==> src/rtl/grass_scroll_ctrl.sv <==
// Per-frame scroll offset, blade sway and wind-gust sequencer for the grass layer.
// Optional macro GRASS_SCROLL_DIR_EN adds a dir input that selects leftward scrolling.
module grass_scroll_ctrl #(
    parameter int unsigned SCREEN_W    = 640,
    parameter int unsigned CALM_MIN    = 60,
    parameter int unsigned GUST_FRAMES = 32,
    parameter logic [7:0]  LFSR_SEED   = 8'hA5
) (
    input  logic       clk,
    input  logic       rst_n,
    input  logic       frame_start,
    input  logic       enable,
    input  logic [1:0] speed,
    input  logic       gust_req,
`ifdef GRASS_SCROLL_DIR_EN
    input  logic       dir,
`endif
    output logic [9:0] scroll_x,
    output logic [2:0] sway,
    output logic       gust_active,
    output logic [1:0] boost
);

    localparam int unsigned CALM_W = $clog2(CALM_MIN + 1);
    localparam int unsigned HOLD_W = $clog2(GUST_FRAMES + 1);
    localparam logic [CALM_W-1:0] CALM_MAX  = CALM_W'(CALM_MIN);
    localparam logic [HOLD_W-1:0] HOLD_LAST = HOLD_W'(GUST_FRAMES);
    localparam logic [10:0]       SCREEN_WX = 11'(SCREEN_W);

    typedef enum logic [1:0] {
        ST_CALM  = 2'd0,
        ST_RAMP  = 2'd1,
        ST_HOLD  = 2'd2,
        ST_DECAY = 2'd3
    } state_t;

    state_t              r_state, w_state_next;
    logic [CALM_W-1:0]   r_calm, w_calm_next, w_calm_inc;
    logic [HOLD_W-1:0]   r_hold, w_hold_next, w_hold_inc;
    logic [1:0]          r_boost, w_boost_next;
    logic                r_gust, w_gust_next;
    logic                r_pending, w_pending_next;
    logic [7:0]          r_lfsr, w_lfsr_next;
    logic [9:0]          r_scroll, w_scroll_next;
    logic [2:0]          r_sway, w_sway_next;
    logic                r_sway_up, w_sway_up_next;
    logic [1:0]          r_sway_div, w_sway_div_next;
    logic                w_update, w_dir_left, w_sway_step, w_gust_start;
    logic [10:0]         w_step, w_sum, w_diff;

    assign w_update   = frame_start & enable;
    assign w_calm_inc = (r_calm >= CALM_MAX) ? CALM_MAX : r_calm + CALM_W'(1);
    assign w_hold_inc = r_hold + HOLD_W'(1);
    assign w_gust_start = (r_state == ST_CALM) && (w_state_next == ST_RAMP);

`ifdef GRASS_SCROLL_DIR_EN
    assign w_dir_left = dir;
`else
    assign w_dir_left = 1'b0;
`endif

    // State register
    always_ff @(posedge clk or negedge rst_n) begin
        if (!rst_n) begin
            r_state <= ST_CALM;
        end else begin
            r_state <= w_state_next;
        end
    end

    // Next-state logic, evaluated only on updating frames
    always_comb begin
        w_state_next = r_state;
        if (w_update) begin
            case (r_state)
                ST_CALM: begin
                    if (r_pending || gust_req ||
                        ((w_calm_inc >= CALM_MAX) && (r_lfsr[2:0] == 3'd0))) begin
                        w_state_next = ST_RAMP;
                    end else begin
                        w_state_next = ST_CALM;
                    end
                end
                ST_RAMP:  w_state_next = (r_boost == 2'd2) ? ST_HOLD : ST_RAMP;
                ST_HOLD:  w_state_next = (w_hold_inc == HOLD_LAST) ? ST_DECAY : ST_HOLD;
                ST_DECAY: w_state_next = (r_boost == 2'd1) ? ST_CALM : ST_DECAY;
                default:  w_state_next = ST_CALM;
            endcase
        end else begin
            w_state_next = r_state;
        end
    end

    // Gust counters, boost and pending request
    always_comb begin
        w_calm_next  = r_calm;
        w_hold_next  = r_hold;
        w_boost_next = r_boost;
        if (w_update) begin
            case (r_state)
                ST_CALM: begin
                    w_calm_next  = w_calm_inc;
                    w_boost_next = w_gust_start ? 2'd1 : 2'd0;
                end
                ST_RAMP: begin
                    w_boost_next = r_boost + 2'd1;
                    w_hold_next  = {HOLD_W{1'b0}};
                end
                ST_HOLD:  w_hold_next = w_hold_inc;
                ST_DECAY: begin
                    w_boost_next = r_boost - 2'd1;
                    w_calm_next  = {CALM_W{1'b0}};
                end
                default: begin
                    w_boost_next = 2'd0;
                    w_calm_next  = {CALM_W{1'b0}};
                end
            endcase
        end else begin
            w_boost_next = r_boost;
        end
        // A request is only remembered while calm; it is used up by the gust it starts.
        if (w_update && w_gust_start) begin
            w_pending_next = 1'b0;
        end else if (gust_req && (r_state == ST_CALM)) begin
            w_pending_next = 1'b1;
        end else begin
            w_pending_next = r_pending;
        end
        w_gust_next = (w_state_next != ST_CALM);
    end

    // Scroll, sway and LFSR next values
    always_comb begin
        w_step = 11'(speed) + 11'(r_boost);
        w_sum  = {1'b0, r_scroll} + w_step;
        w_diff = {1'b0, r_scroll} + SCREEN_WX - w_step;
        w_scroll_next   = r_scroll;
        w_sway_next     = r_sway;
        w_sway_up_next  = r_sway_up;
        w_sway_div_next = r_sway_div;
        w_lfsr_next     = r_lfsr;
        w_sway_step     = (r_state != ST_CALM) || (r_sway_div == 2'd3);
        if (w_update) begin
            if (w_dir_left) begin
                w_scroll_next = (w_diff >= SCREEN_WX) ? 10'(w_diff - SCREEN_WX) : w_diff[9:0];
            end else begin
                w_scroll_next = (w_sum >= SCREEN_WX) ? 10'(w_sum - SCREEN_WX) : w_sum[9:0];
            end
            w_sway_div_next = (r_state == ST_CALM) ? r_sway_div + 2'd1 : 2'd0;
            if (w_sway_step && r_sway_up) begin
                w_sway_next    = r_sway + 3'd1;
                w_sway_up_next = (r_sway != 3'd6);
            end else if (w_sway_step) begin
                w_sway_next    = r_sway - 3'd1;
                w_sway_up_next = (r_sway == 3'd1);
            end else begin
                w_sway_next    = r_sway;
            end
            w_lfsr_next = {r_lfsr[6:0], r_lfsr[7] ^ r_lfsr[5] ^ r_lfsr[4] ^ r_lfsr[3]};
        end else begin
            w_lfsr_next = r_lfsr;
        end
    end

    // Frame-rate datapath registers
    always_ff @(posedge clk or negedge rst_n) begin
        if (!rst_n) begin
            r_calm     <= {CALM_W{1'b0}};
            r_hold     <= {HOLD_W{1'b0}};
            r_boost    <= 2'd0;
            r_gust     <= 1'b0;
            r_pending  <= 1'b0;
            r_lfsr     <= LFSR_SEED;
            r_scroll   <= 10'd0;
            r_sway     <= 3'd0;
            r_sway_up  <= 1'b1;
            r_sway_div <= 2'd0;
        end else begin
            r_calm     <= w_calm_next;
            r_hold     <= w_hold_next;
            r_boost    <= w_boost_next;
            r_gust     <= w_gust_next;
            r_pending  <= w_pending_next;
            r_lfsr     <= w_lfsr_next;
            r_scroll   <= w_scroll_next;
            r_sway     <= w_sway_next;
            r_sway_up  <= w_sway_up_next;
            r_sway_div <= w_sway_div_next;
        end
    end

    assign scroll_x    = r_scroll;
    assign sway        = r_sway;
    assign gust_active = r_gust;
    assign boost       = r_boost;

endmodule

==> config.mk <==
export PLATFORM = sky130hd
export DESIGN_NAME = grass_scroll_ctrl
export DESIGN_NICKNAME = d
export VERILOG_FILES = /design/src/rtl/grass_scroll_ctrl.sv
export SDC_FILE = /design/constraint.sdc
export NUM_CORES = 1
export LEC_CHECK = 0
export ABC_AREA = 1
export CAP_MARGIN = 20
export CORE_ASPECT_RATIO = 1.5
export CORE_UTILIZATION = 35
export CTS_CLUSTER_DIAMETER = 150
export DETAILED_ROUTE_END_ITERATION = 8
export PLACE_DENSITY_LB_ADDON = 0.12
export SLEW_MARGIN = 15
export SYNTH_ARGS = -nofsm -noshare
export SYNTH_HDL_FRONTEND = slang
export SYNTH_SLANG_ARGS = --single-unit
export TNS_END_PERCENT = 30
==> constraint.sdc <==
create_clock -name clk -period 5.4 [get_ports clk]
set_input_delay 0.81 -clock clk [delete_from_list [all_inputs] [get_ports clk]]
set_output_delay 0.81 -clock clk [all_outputs]
set_load 0.02 [all_outputs]
Word-level counts from Yosys, hierarchy flattened
Cells that the tools add are included.
Storage, ports and cells
  flip-flop bits (word level): 42
  output and inout bits: 16
Operators by class
  $add $sub $neg: 10
  magnitude comparators: 3
  equality and inequality tests: 10
  multiplexer cells: 19
  bitwise logic cells: 4
  reduce and logical (&&, ||, !) cells: 21
Operators by type and width (number)
  6-bit case mux with 2 select lines: 2
  6-bit by 1-bit adder with 6-bit output (second input constant): 2
  6-bit greater-or-equal comparator (second input constant): 2
  2-bit nonzero test: 6
  10-bit by 3-bit adder with 11-bit output: 1
  11-bit by 10-bit greater-or-equal comparator with 1-bit output (second input constant): 1
  10-bit 2-to-1 mux: 1
  10-bit subtractor (second input constant): 1
  2-bit equality test (second input constant): 4
  2-bit 2-to-1 mux: 4
  2-bit case mux with 4 select lines: 1
  2-bit AND reduction: 4
  1-bit 2-to-1 mux: 7
  2-bit by 1-bit equality test with 1-bit output (second input constant): 3
  6-bit equality test (second input constant): 1
  3-bit 2-to-1 mux: 2
  6-bit 2-to-1 mux: 1
  2-bit case mux with 3 select lines: 1
  1-bit logical AND: 5
  2-bit by 1-bit adder with 2-bit output (second input constant): 2
  2-bit by 2-bit adder with 3-bit output: 1
  3-bit by 1-bit adder with 3-bit output (second input constant): 1
  3-bit by 1-bit equality test with 1-bit output (second input constant): 1
  3-bit zero test: 1
  8 further kinds: 12

Logic depth before layout (Yosys ltp)
  depth after elaboration: 12
  gate-level depth with buffers: 16
  depth with buffers taken out: 16

Worst setup path before layout
No wires, ideal clock.
  path kind: in2reg
  start: input speed[1]
  end: register r_scroll[8], in the netlist scroll_x[8]
  library setup time: 118 ps
  data arrival time: 2920 ps
  path slack: 2362 ps
  stages: 12
  buffers on the path: 0
  cells stage by stage: fa_1 -> ha_1 -> inv_1 -> fa_1 -> inv_1 -> nand4_1 -> nand2_4 -> ha_1 -> o21ai_1 -> o21bai_4 -> a21oi_1 -> nor2_1
On the way
  cells in the longest elaborated chain, start to end: 4
  elaborated cells on any way between the ends: 5
RTL lines
  from (decl): line 13  | input logic [1:0] speed,
  2-bit by 2-bit adder with 3-bit output (*): line 135  | w_step = 11'(speed) + 11'(r_boost);
  10-bit by 3-bit adder with 11-bit output (*): line 136  | w_sum = {1'b0, r_scroll} + w_step;
  10-bit subtractor / 11-bit by 10-bit greater-or-equal comparator with 1-bit output (equally long branches): line 148  | w_scroll_next = (w_sum >= SCREEN_WX) ? 10'(w_sum - SCREEN_WX) : w_sum[9:0];
  10-bit 2-to-1 mux (*): line 148
  to (signal assigned): line 186  | r_scroll <= w_scroll_next;
  to (decl): line 44  | logic [9:0] r_scroll, w_scroll_next;
Mark *: on every way between the ends. The rest lies on a longest branch, timed or not.
A chain may end at the register's enable or synchronous reset.

Worst setup path in the final report
  start: input speed[1]
  end: register r_scroll[7], in the netlist scroll_x[7]
The elaborated chain is that of the path after synthesis.

==> flow_results.xml <==
<?xml version="1.0" encoding="UTF-8"?>
<metrics>
  <group name="synth">
    <metric name="mappedNetlistNets" unit="">350</metric>
    <metric name="synthArstFlopShare" unit="">1.00</metric>
    <metric name="seq_area_frac_synth" unit="">0.411</metric>
    <metric name="synth_area" unit="µm²">2570</metric>
    <metric name="postSynthCellCount" unit="">323</metric>
    <metric name="avgSynthCellArea" unit="µm²">7.97</metric>
    <metric name="synth_enable_flop_cells" unit="">0</metric>
    <metric name="yosys_register_bits" unit="">42</metric>
    <metric name="ys_warn_count" unit="">0</metric>
    <metric name="yosys_most_used_dff" unit="">sky130_fd_sc_hd__dfrtp_1</metric>
    <metric name="post_synth_num_cell_types" unit="">34</metric>
  </group>
  <group name="finish">
    <metric name="postLayoutCoreUtil" unit="">0.427</metric>
    <metric name="nNetsFinal" unit="">375</metric>
    <metric name="post_route_cells_drive_above_1_share" unit="">0.0774</metric>
    <metric name="area_added_between_synthesis_and_finish" unit="%">15.9</metric>
    <metric name="ant_diodes" unit="">0</metric>
  </group>
  <group name="sta">
    <metric name="final_number_of_setup_violating_endpoints" unit="">0</metric>
    <metric name="final.hold.worst_slack" unit="ps">477</metric>
    <metric name="setup_total_negative_slack" unit="ps">0</metric>
    <metric name="layout_setup_ws" unit="ps">2050</metric>
    <metric name="worst_slew_margin_rel" unit="">0.376</metric>
    <metric name="fmax" unit="GHz">0.298</metric>
    <metric name="rsz0062_at_grt" unit="">false</metric>
    <metric name="fin_skew" unit="ps">4.35</metric>
    <metric name="transition_at_the_pin_with_the_smallest_max_transition_slack" unit="ps">934</metric>
    <metric name="finalWorstPathRequiredPeriod" unit="ps">3350</metric>
    <metric name="finalMaxSlewViolations" unit="">0</metric>
    <metric name="final-hold-violation-count" unit="">0</metric>
    <metric name="timing.final.crit_share" unit="">0.621</metric>
  </group>
  <group name="drt">
    <metric name="post_drt_via_cell_ratio" unit="">4.58</metric>
    <metric name="detail_route.iter0.violations" unit="">58</metric>
    <metric name="drc_errors" unit="">0</metric>
    <metric name="wl_met3" unit="µm">125</metric>
    <metric name="highest-signal-layer" unit="">met4</metric>
    <metric name="routed_wire_length_per_instance" unit="µm">11.5</metric>
    <metric name="first_pass_iters" unit="">4</metric>
    <metric name="detail_route.wirelength.met1" unit="µm">2380</metric>
    <metric name="drt_wl_total" unit="µm">5120</metric>
    <metric name="wl_met2" unit="µm">2550</metric>
    <metric name="via_count" unit="">2041</metric>
    <metric name="antenna_left" unit="">0</metric>
  </group>
  <group name="setup_path">
    <metric name="crit_path_end_kind" unit="">flip-flop</metric>
    <metric name="critPathSlowestCell" unit="">sky130_fd_sc_hd__fa_1</metric>
    <metric name="timing.reg2reg.worst_path_depth" unit="">14</metric>
    <metric name="startpoint" unit="">speed[1]</metric>
    <metric name="reg2reg_from" unit="">boost[1]</metric>
    <metric name="reg2reg_to" unit="">scroll_x[7]</metric>
    <metric name="worstPathArrival" unit="ps">3530</metric>
    <metric name="cp_most_frequent_cell" unit="">sky130_fd_sc_hd__nand2_1</metric>
    <metric name="endpoint" unit="">scroll_x[7]</metric>
    <metric name="critical_path_class" unit="">in -&gt; reg</metric>
    <metric name="max_stage_delay" unit="ps">560</metric>
    <metric name="sort_of_element_at_the_start_of_the_critical_path" unit="">input pin</metric>
    <metric name="path_max_fanout" unit="">5</metric>
    <metric name="timing.critical_path.required" unit="ps">5580</metric>
    <metric name="reg2reg_setup_slack" unit="ps">2600</metric>
    <metric name="cp_cell_sequence" unit="">clkdlybuf4s50_1 -&gt; fa_1 -&gt; ha_1 -&gt; inv_1 -&gt; fa_1 -&gt; inv_1 -&gt; nand3_1 -&gt; nand2_1 -&gt; nand2_4 -&gt; ha_1 -&gt; o21ai_1 -&gt; o21bai_4 -&gt; nand2_1 -&gt; nand3_1 -&gt; nand2_1</metric>
  </group>
  <group name="die">
    <metric name="top_level_ports" unit="">23</metric>
    <metric name="start_util" unit="">0.368</metric>
    <metric name="placement_rows" unit="">37</metric>
    <metric name="die_width" unit="µm">72.0</metric>
    <metric name="fp.dieH" unit="µm">107</metric>
    <metric name="design.die.area" unit="µm²">7710</metric>
    <metric name="core-area" unit="µm²">6990</metric>
  </group>
  <group name="clocking">
    <metric name="clock_latency_reported_for_the_late_side_of_the_worst_skew_pair" unit="ps">290</metric>
    <metric name="tritoncts_clock_tree" unit="">built</metric>
    <metric name="cts.repair_timing.setup_buffer_count" unit="">0</metric>
    <metric name="clkTransAtPathRegs" unit="ps">80</metric>
    <metric name="cts-buffers-inserted" unit="">5</metric>
    <metric name="root_buffer" unit="">sky130_fd_sc_hd__clkbuf_8</metric>
    <metric name="post_cts_hold_buffer_count" unit="">0</metric>
    <metric name="cts-resized-gates" unit="">0</metric>
    <metric name="clock_tree.htree_level_count" unit="">2</metric>
    <metric name="number_of_clock_sinks_seen_by_cts" unit="">42</metric>
    <metric name="max-clock-path-buffers" unit="">2</metric>
  </group>
  <group name="global_routing">
    <metric name="antenna_violations_before_repair" unit="">0</metric>
    <metric name="grt_first_pass_wirelength" unit="µm">9540</metric>
    <metric name="maximum_number_of_pins_on_one_net_before_global_route_repair" unit="">43</metric>
    <metric name="grt_overflow_total" unit="">0</metric>
    <metric name="grt_util_all_layers" unit="">0.157</metric>
    <metric name="vias_in_the_first_global_route" unit="">2088</metric>
  </group>
  <group name="power_and_ir_drop">
    <metric name="ir_drop" unit="V">0.000244</metric>
    <metric name="p_leak" unit="µW">0.00143</metric>
    <metric name="cellPowerDensity" unit="nW/µm²">520</metric>
  </group>
  <group name="placement">
    <metric name="place.detailed.hpwl" unit="µm">3840</metric>
    <metric name="place_worst_setup_slack" unit="ps">1730</metric>
    <metric name="gp_routability_congestion" unit="">0.797</metric>
    <metric name="port_buffers" unit="">22</metric>
  </group>
  <group name="worst_hold_path">
    <metric name="worst_hold_path_type" unit="">reg -&gt; reg</metric>
  </group>
  <group name="status">
    <metric name="result_of_the_run" unit="">complete, no violations</metric>
  </group>
  <group name="flow_run">
    <metric name="drv.max_cap_violation_count" unit="">0</metric>
  </group>
</metrics>
metal layers:
layer  vias to the layer above  global-route usage
li1                       1068                   -
met5                         -                   0
met2                        28               0.274
met3                         6              0.0273
met4                         0              0.0546
met1                       939               0.193
how the worst min path moves through the flow:
stage	from	end	slack, ps	depth (start not counted)
finish	r_lfsr[7]	r_lfsr[7]	480	2
CTS	r_lfsr[7]	r_lfsr[7]	480	2
floorplan	r_lfsr[6]	r_lfsr[7]	440	2
global route	r_lfsr[7]	r_lfsr[7]	500	2
detailed placement	r_lfsr[7]	r_lfsr[7]	470	2
global placement	r_lfsr[6]	r_lfsr[7]	460	2
registers in the layout, summed over array words and instances, names as in the netlist:
register	count
r_state	2
boost	2
r_calm	6
r_hold	6
r_sway_div	2
sway	3
r_sway_up	1
scroll_x	10
r_pending	1
r_lfsr	8
gust_active	1
layout make-up:
class / count / area, µm²
fillers: 725 / 4010
repair buffers: 22 / 215
well taps: 97 / 121
multi-input cells: 227 / 1310
inverters: 50 / 189
clock buffers: 8 / 90.1
flip-flops and latches: 42 / 1060
report_power, final:
part	total, µW	internal [µW]	switching (µW)
sequential	571	440	131
clock	209	104	104
combinational	771	331	440
total	1550	875	676
Yosys cell counts (2+ instances only):
library cell | count | area share
sky130_fd_sc_hd__a22o_1 | 3 | 0.010
sky130_fd_sc_hd__xnor2_1 | 6 | 0.020
sky130_fd_sc_hd__nand2_2 | 2 | 0.0049
sky130_fd_sc_hd__o21ai_0 | 21 | 0.041
sky130_fd_sc_hd__dfstp_2 | 5 | 0.051
sky130_fd_sc_hd__nand3_1 | 14 | 0.027
sky130_fd_sc_hd__nor2_2 | 4 | 0.0097
sky130_fd_sc_hd__nand2_1 | 88 | 0.13
sky130_fd_sc_hd__nand3b_1 | 3 | 0.0087
sky130_fd_sc_hd__nand3_2 | 2 | 0.0078
sky130_fd_sc_hd__nor2_1 | 27 | 0.039
sky130_fd_sc_hd__a31oi_1 | 3 | 0.0073
sky130_fd_sc_hd__o21ai_1 | 2 | 0.0039
sky130_fd_sc_hd__a21oi_1 | 8 | 0.016
sky130_fd_sc_hd__ha_1 | 17 | 0.083
sky130_fd_sc_hd__xor2_1 | 6 | 0.020
sky130_fd_sc_hd__fa_1 | 3 | 0.023
sky130_fd_sc_hd__nand4_1 | 4 | 0.0097
sky130_fd_sc_hd__inv_1 | 48 | 0.070
sky130_fd_sc_hd__o211ai_1 | 3 | 0.0087
sky130_fd_sc_hd__a21oi_2 | 2 | 0.0068
sky130_fd_sc_hd__dfrtp_1 | 37 | 0.36
sky130_fd_sc_hd__o21a_1 | 2 | 0.0058
sky130_fd_sc_hd__clkbuf_1 | 3 | 0.0044
placed cells by master, fill, tap and decap left out, drive strengths merged, types with 3 or more instances in the layout:
master / count
a21oi: 10
a22o: 3
a31oi: 3
clkbuf: 8
clkdlybuf4s50: 21
dfrtp: 37
dfstp: 5
fa: 3
ha: 17
inv: 48
nand2: 91
nand3: 16
nand3b: 3
nand4: 4
nor2: 32
o211ai: 3
o21ai: 23
xnor2: 6
xor2: 6
cells by family after synthesis:
logic type,after synthesis,synth area share
xor+xnor,12,0.0408
buf+inv,54,0.0797
compound gates,48,0.116
simple gates,147,0.247
flops,42,0.411
fa+ha+maj,20,0.106
per-stage QoR:
stage / power, µW / instance area [µm²] / std cells
floorplan: 1090 / 2570 / 323
global placement: 1350 / 2900 / 438
detailed placement: 1360 / 2900 / 438
CTS: 1580 / 2990 / 446
global route: 1720 / 2990 / 446
finish: 1550 / 2990 / 446
worst max-delay path: cells and delay by family:
family	cells	cell delay, ps
buffers and inverters	3	590
adders and majority gates	4	1400
AOI/OAI and AO/OA	2	280
and+or+nand+nor	6	440
No activity file was read; power rests on OpenSTA's default activity.
